===== src/rtl/mem_port_arbiter.sv =====
// rtl/mem_port_arbiter.sv - shares one fixed-latency memory between fetch and data ports
//
// Purpose: grants one fetch or data transaction at a time onto a single-ported
// memory, waits MEM_LATENCY cycles, then returns read data with a one-cycle ack.
// Drives a combinational pipeline stall while either port is waiting.
//
// Optional feature macro: ARB_ROUND_ROBIN_EN
//   defined   : ties go to the port not granted most recently
//   undefined : fixed priority, data beats fetch
//
// Ports:
//   clk, reset                 clock, asynchronous active-high reset
//   if_req/if_addr             fetch request (level) and address
//   if_rdata/if_ack            fetched word and one-cycle completion pulse
//   d_req/d_we/d_addr/d_wdata  data request (level), write flag, address, data
//   d_rdata/d_ack              read data and one-cycle completion pulse
//   mem_en/mem_we              memory strobe (one cycle) and write enable
//   mem_addr/mem_wdata         latched memory address and write data
//   mem_rdata                  memory read data, valid MEM_LATENCY after mem_en
//   busy                       FSM not in IDLE
//   stall                      any port waiting on its ack

module mem_port_arbiter #(
   parameter int DATA_WIDTH  = 32,
   parameter int ADDR_WIDTH  = 32,
   parameter int MEM_LATENCY = 2
) (
   input  logic                  clk,
   input  logic                  reset,
   input  logic                  if_req,
   input  logic [ADDR_WIDTH-1:0] if_addr,
   output logic [DATA_WIDTH-1:0] if_rdata,
   output logic                  if_ack,
   input  logic                  d_req,
   input  logic                  d_we,
   input  logic [ADDR_WIDTH-1:0] d_addr,
   input  logic [DATA_WIDTH-1:0] d_wdata,
   output logic [DATA_WIDTH-1:0] d_rdata,
   output logic                  d_ack,
   output logic                  mem_en,
   output logic                  mem_we,
   output logic [ADDR_WIDTH-1:0] mem_addr,
   output logic [DATA_WIDTH-1:0] mem_wdata,
   input  logic [DATA_WIDTH-1:0] mem_rdata,
   output logic                  busy,
   output logic                  stall
);

   typedef enum logic [1:0] {IDLE, ISSUE, WAIT, RESP} state_t;

   localparam logic [3:0] LATENCY_LOAD = 4'(MEM_LATENCY);

   state_t     state;
   state_t     state_next;
   logic [3:0] count;
   logic       grant_data;   // current transaction belongs to the data port
   logic       op_we;        // current transaction is a write
   logic       pick_data;    // arbitration result for this IDLE cycle
   logic       take_grant;
   logic       capture;

`ifdef ARB_ROUND_ROBIN_EN
   logic last_data;          // most recent grant went to the data port

   // On a tie the port that was not served last wins; a lone request always wins.
   assign pick_data = d_req & (~if_req | ~last_data);

   always_ff @(posedge clk or posedge reset) begin
      if (reset) begin
         last_data <= 1'b0;
      end else if (take_grant) begin
         last_data <= pick_data;
      end
   end
`else
   // Data access belongs to the older instruction, so it always wins a tie.
   assign pick_data = d_req;
`endif

   always_ff @(posedge clk or posedge reset) begin
      if (reset) begin
         state <= IDLE;
      end else begin
         state <= state_next;
      end
   end

   always_comb begin
      state_next = state;
      take_grant = 1'b0;
      capture    = 1'b0;
      case (state)
         IDLE: begin
            if (if_req | d_req) begin
               take_grant = 1'b1;
               state_next = ISSUE;
            end
         end
         ISSUE: state_next = WAIT;
         WAIT: begin
            // Counter was loaded with MEM_LATENCY in ISSUE; the cycle it shows 1
            // is exactly MEM_LATENCY cycles after mem_en.
            if (count <= 4'd1) begin
               capture    = 1'b1;
               state_next = RESP;
            end
         end
         RESP:    state_next = IDLE;
         default: state_next = IDLE;
      endcase
   end

   always_ff @(posedge clk or posedge reset) begin
      if (reset) begin
         mem_en     <= 1'b0;
         mem_we     <= 1'b0;
         mem_addr   <= '0;
         mem_wdata  <= '0;
         if_ack     <= 1'b0;
         d_ack      <= 1'b0;
         if_rdata   <= '0;
         d_rdata    <= '0;
         count      <= 4'd0;
         grant_data <= 1'b0;
         op_we      <= 1'b0;
      end else begin
         // Strobes are registered so they appear in ISSUE and RESP respectively.
         mem_en <= take_grant;
         mem_we <= take_grant & pick_data & d_we;
         if_ack <= capture & ~grant_data;
         d_ack  <= capture & grant_data;

         if (take_grant) begin
            grant_data <= pick_data;
            op_we      <= pick_data & d_we;
            mem_addr   <= pick_data ? d_addr : if_addr;
            if (pick_data) begin
               mem_wdata <= d_wdata;
            end
         end

         if (state == ISSUE) begin
            count <= LATENCY_LOAD;
         end else if (state == WAIT) begin
            count <= count - 4'd1;
         end

         if (capture & ~op_we) begin
            if (grant_data) begin
               d_rdata <= mem_rdata;
            end else begin
               if_rdata <= mem_rdata;
            end
         end
      end
   end

   assign busy  = (state != IDLE);
   assign stall = (if_req & ~if_ack) | (d_req & ~d_ack);

endmodule


===== config.mk =====
export PLATFORM = sky130hd
export DESIGN_NAME = mem_port_arbiter
export DESIGN_NICKNAME = d
export VERILOG_FILES = /design/src/rtl/mem_port_arbiter.sv
export SDC_FILE = /design/constraint.sdc
export NUM_CORES = 1
export LEC_CHECK = 0
export CAP_MARGIN = 20
export CORE_AREA = 3 3 109 153
export CTS_CLUSTER_DIAMETER = 50
export CTS_CLUSTER_SIZE = 10
export DETAILED_ROUTE_END_ITERATION = 8
export DIE_AREA = 0 0 112 156
export GPL_ROUTABILITY_DRIVEN = 0
export PLACE_DENSITY = 0.79
export SLEW_MARGIN = 20
export SYNTH_ARGS = -nofsm -noshare
export SYNTH_HDL_FRONTEND = slang
export SYNTH_SLANG_ARGS = --single-unit

===== constraint.sdc =====
create_clock -name clk -period 4.3 [get_ports clk]
set_clock_uncertainty 0.1 [all_clocks]
set_input_delay 0.645 -clock clk [delete_from_list [all_inputs] [get_ports clk]]
set_output_delay 0.645 -clock clk [all_outputs]
set_load 0.05 [all_outputs]

Yosys cells after proc, flatten, opt, wreduce, memory -nomap -nowiden --
Cells that the tools add are included.
Operators by class: $add $sub $neg 1, magnitude comparators 1, eq/ne operators 5, muxes and demuxes 10, bitwise operators 14, reduce and logical (&&, ||, !) cells 7
Operators with widths (number):
- two-way mux 32 bit | 1
- AND 1 bit | 8
- two-way mux 4 bit | 2
- one-hot mux 2 bit (4 select lines) | 1
- AND reduction 2 bit | 4
- equality test 2 bit (second input constant) | 2
- <= comparator 4 x 1 -> 1 bit (second input constant) | 1
- two-way mux 1 bit | 4
- two-way mux 2 bit | 2
- != test 2 bit (second input constant) | 2
- inverter 1 bit | 4
- nonzero test 2 bit | 2
- subtractor 4 x 1 -> 4 bit (second input constant) | 1
- equality test 2 x 1 -> 1 bit (second input constant) | 1
- logical NOT 2 bit | 1
- bitwise OR 1 bit | 2
Word-level totals: flip-flop bits (word level) 140, input port bits 133, output and inout port bits 134, logic and storage cells 50

Logic depth before layout (Yosys ltp) --
depth in word-level cells 5, gate-level depth with buffers 7

Worst setup path after synthesis --
No wires, ideal clock.
kind input to output, start input d_req, end output stall, arrival 1.912 ns, required time 3.555 ns, slack 1.643 ns, stages 4, path through buf_2 -> buf_2 -> inv_1 -> o22ai_1
On the way: longest elaborated chain between the ends 2
Ends and longest elaborated chain:
- start: declaration | RTL line 34 | input logic d_req,
- AND 1 bit | RTL line 159 | assign stall = (if_req & ~if_ack) | (d_req & ~d_ack);
- bitwise OR 1 bit | RTL line 159
- end: declaration | RTL line 46 | output logic stall
No other way between the ends.

Final worst setup path --
start input if_req, end output stall
On the way: longest elaborated chain between the ends 2
Ends and longest elaborated chain:
- start: declaration | RTL line 30 | input logic if_req,
- AND 1 bit | RTL line 159
- bitwise OR 1 bit | RTL line 159
No other way between the ends.

==> metrics.md <==
| Metric | Value |
|---|---|
| Post-synth EDFFs | 0 |
| Number of fillers in the final layout | 1,290 |
| CTS tree | done |
| Register area | 3503 um2 |
| Register bit count reported by yosys | 140 |
| Maximum clock rate | 0.3271 GHz |
| MaxCap Viol Count | 0 |
| HP Class | flop to flop |
| YS warnings | 0 |
| Post-route DRC violation count | 0 |
| Power density over the cells | 911.1 nW/um2 |
| PortBufs | 266 |
| RSZ-0062 raised after global routing | no |
| First-pass GRT wire length | 23,340 um |
| Met1 Use GR | 0.1681 |
| Grt met3 use | 0.05355 |
| Max FO, Critical Path | 3 |
| Hold_buf cts | 0 |
| Bufs on Longest Clock Path | 2 |
| Startpoint Class | primary input |
| Dpl ws | 1.248 ns |
| Met2 GRT Util | 0.3233 |
| CP arrival | 2.31 ns |
| Setup TNS | 0 ns |
| Rel. slew slack | 0.3946 |
| Maximum vdd drop | 0.5196 mV |
| Critical path class | primary input to output port |
| Main area contributors after synthesis | dfrtp_1 (62%), mux2_2 (13%), mux2_1 (6.0%), mux2i_1 (5.8%), o21ai_0 (3.2%) |
| Vias post-DR | 4,195 |
| Clk Latency, worst-skew pair | 0.40 ns |
| Post-synth top flop | dfrtp_1 |
| Clk slew on worst S/H paths | 0.06 ns |
| Slew Viols, Final | 0 |
| Vias in the first global route | 4,667 |
| Final Hold Violating Endpoints | 0 |
| Final setup fails | 0 |
| Die extent in y | 156 um |
| CTS H-tree depth | 4 |
| Netlist cell types | 30 |
| WL/cell | 16.76 um |
| Busiest grt layer | met2 |
| Most common cell in the netlist | dfrtp_1 |
| Crit path time final | 3.057 ns |
| Cts repair resizes | 0 |
| Leak | 0.004026 uW |
| Largest area contributor in the netlist | dfrtp_1 |
| Row count | 54 |
| Sequential share of the synthesized area | 0.6184 |
| Final std cells w/o fill | 889 |
| Syn-to-layout area delta | 61.35% |
| Dpl hpwl | 11,630 um |
| Synth Instances | 407 |
| Overflow after GRT | 0 |
| Clk sinks | 140 |
| Syn Area/Cell | 13.92 um2 |
| Worst setup margin | 1.243 ns |
| Critical path cell sequence | clkdlybuf4s50_1, inv_1, o22ai_1, clkdlybuf4s50_1 |
| First-pass detailed-route iteration total | 4 |
| Root Driver | clkbuf_16 |
| CP endpoint kind | output port |
| Die Area | 17,470 um2 |
| GRT Overall Usage | 0.1677 |
| Multi-input logic area | 1997 um2 |
| Initial antenna violation count | 1 |
| Most common cell on crit path | clkdlybuf4s50_1 |
| Largest net degree at the start of global routing | 60 |
| 1st-iter DRT viols | 156 |
| DR vias/cell | 4.719 |
| Final Cycle Share | 0.7109 |
| WL final | 14,900 um |
| Layout cells sized above 1 | 0.1590 |
| Final net count | 818 |
| Post-CTS setup buffer count | 0 |
| Synth top area share | 0.6184 |
| Mapped cell area | 5665 um2 |
| Core box area | 15,470 um2 |
| Syn_nets | 546 |
| Run status | completed |
| Asr flop ratio synth | 1.000 |
| DIE WIDTH | 112 um |
| Tightest Pin Transition | 0.9062 ns |
| Top cells by count, synth | dfrtp_1 (140), mux2_2 (67), o21ai_0 (36) |
| ANT nets after route | 0 |
| Critical path data required time | 3.56 ns |
| CP max stage cell | clkdlybuf4s50_1 |
| Num ports | 267 |
| Total CTS buffers | 17 |
| Inst Count DP | 856 |
| Max incr delay on CP | 0.89 ns |
| Starting Density | 0.3662 |
## worst max-delay path: cells and delay by family
kind | cells | cell delay [ns]
buf+inv | 3 | 1.50
compound gates | 1 | 0.16
## flip-flops by register name (all words and copies together), names as in the netlist
name and flops:
d_ack 1, mem_wdata 32, mem_we 1, grant_data 1, if_rdata 32, mem_addr 32, state 2, count 4
mem_en 1, op_we 1, if_ack 1, d_rdata 32
## worst paths after layout
| check | start | endpoint | slack, ns | depth (start not counted) |
|---|---|---|---|---|
| worst max-delay path | if_req | stall | 1.24 | 4 |
| worst min-delay path | grant_data$_DFFE_PP0N_ | if_ack$_DFF_PP0_ | 0.38 | 1 |
| worst max register to register | state[0]$_DFFE_PP0P_ | d_rdata[30]$_DFFE_PP0P_ | 2.02 | 6 |
| worst min register to register | grant_data$_DFFE_PP0N_ | if_ack$_DFF_PP0_ | 0.38 | 1 |
| max in group asynchronous | reset | mem_addr[26]$_DFFE_PP0N_ | 2.63 | 3 |
| min in group asynchronous | reset | d_rdata[18]$_DFFE_PP0P_ | 0.67 | 2 |
## per-stage QoR
stage / cell area (um2) / power (uW) / utilization / hold WS (ns)
after floorplan: 5669 / 5251 / - / 0.3453
after global placement: 8541 / 6793 / 0.5520 / 0.3632
after detailed placement: 8541 / 6931 / 0.5520 / 0.3661
after CTS: 9139 / 8438 / 0.5907 / 0.3746
after global routing: 9141 / 8714 / 0.5908 / 0.3894
final: 9141 / 8329 / 0.5908 / 0.3786
## layer usage
layer,part of all wire,vias up
met5,0,-
met4,0.014,0
met3,0.071,18
met2,0.56,167
met1,0.35,2044
li1,-,1966
## cell usage in the layout, fill, tap and decap left out, types with 2 or more instances in the layout
cell / netlist / final
dfrtp_1: 140 / 140
mux2_2: 67 / 67
buf_4: 3 / 6
clkinv_2: 0 / 2
inv_1: 13 / 12
mux2i_1: 33 / 33
clkbuf_1: 3 / 2
buf_12: 0 / 2
inv_6: 0 / 4
o22ai_1: 2 / 2
clkinvlp_4: 0 / 5
o21ai_0: 36 / 35
clkbuf_16: 0 / 17
nand3b_1: 2 / 2
mux2_1: 30 / 30
nand2_1: 35 / 35
clkdlybuf4s50_1: 0 / 265
bufinv_16: 0 / 3
nor2_1: 7 / 7
ha_1: 6 / 6
## area by class of cell
type                       count  area share
tap                          196     0.02683
inverter                      13    0.005749
multi-input combinational    233      0.2185
clock buffer                  19     0.04736
timing repair buffer         274      0.3000
clock inverter                13     0.01807
antenna                        1   0.0002737
sequential                   140      0.3832
## power by group
group / internal (uW) / leakage (uW) / switching, uW
registers: 1950 / 0.00172 / 351
logic: 1610 / 0.00202 / 2950
clock network: 918 / 0.000281 / 552
total: 4480 / 0.00403 / 3850
## cell families after synthesis
group,after synthesis,share of synthesized area
DFF,140,0.6184
muxes,130,0.2511
and+or+nand+nor,52,0.04285
AOI/OAI and AO/OA,45,0.04329
buffers and inverters,34,0.03114
adders and majority gates,6,0.01325
Power figures use the tool's default switching activity.
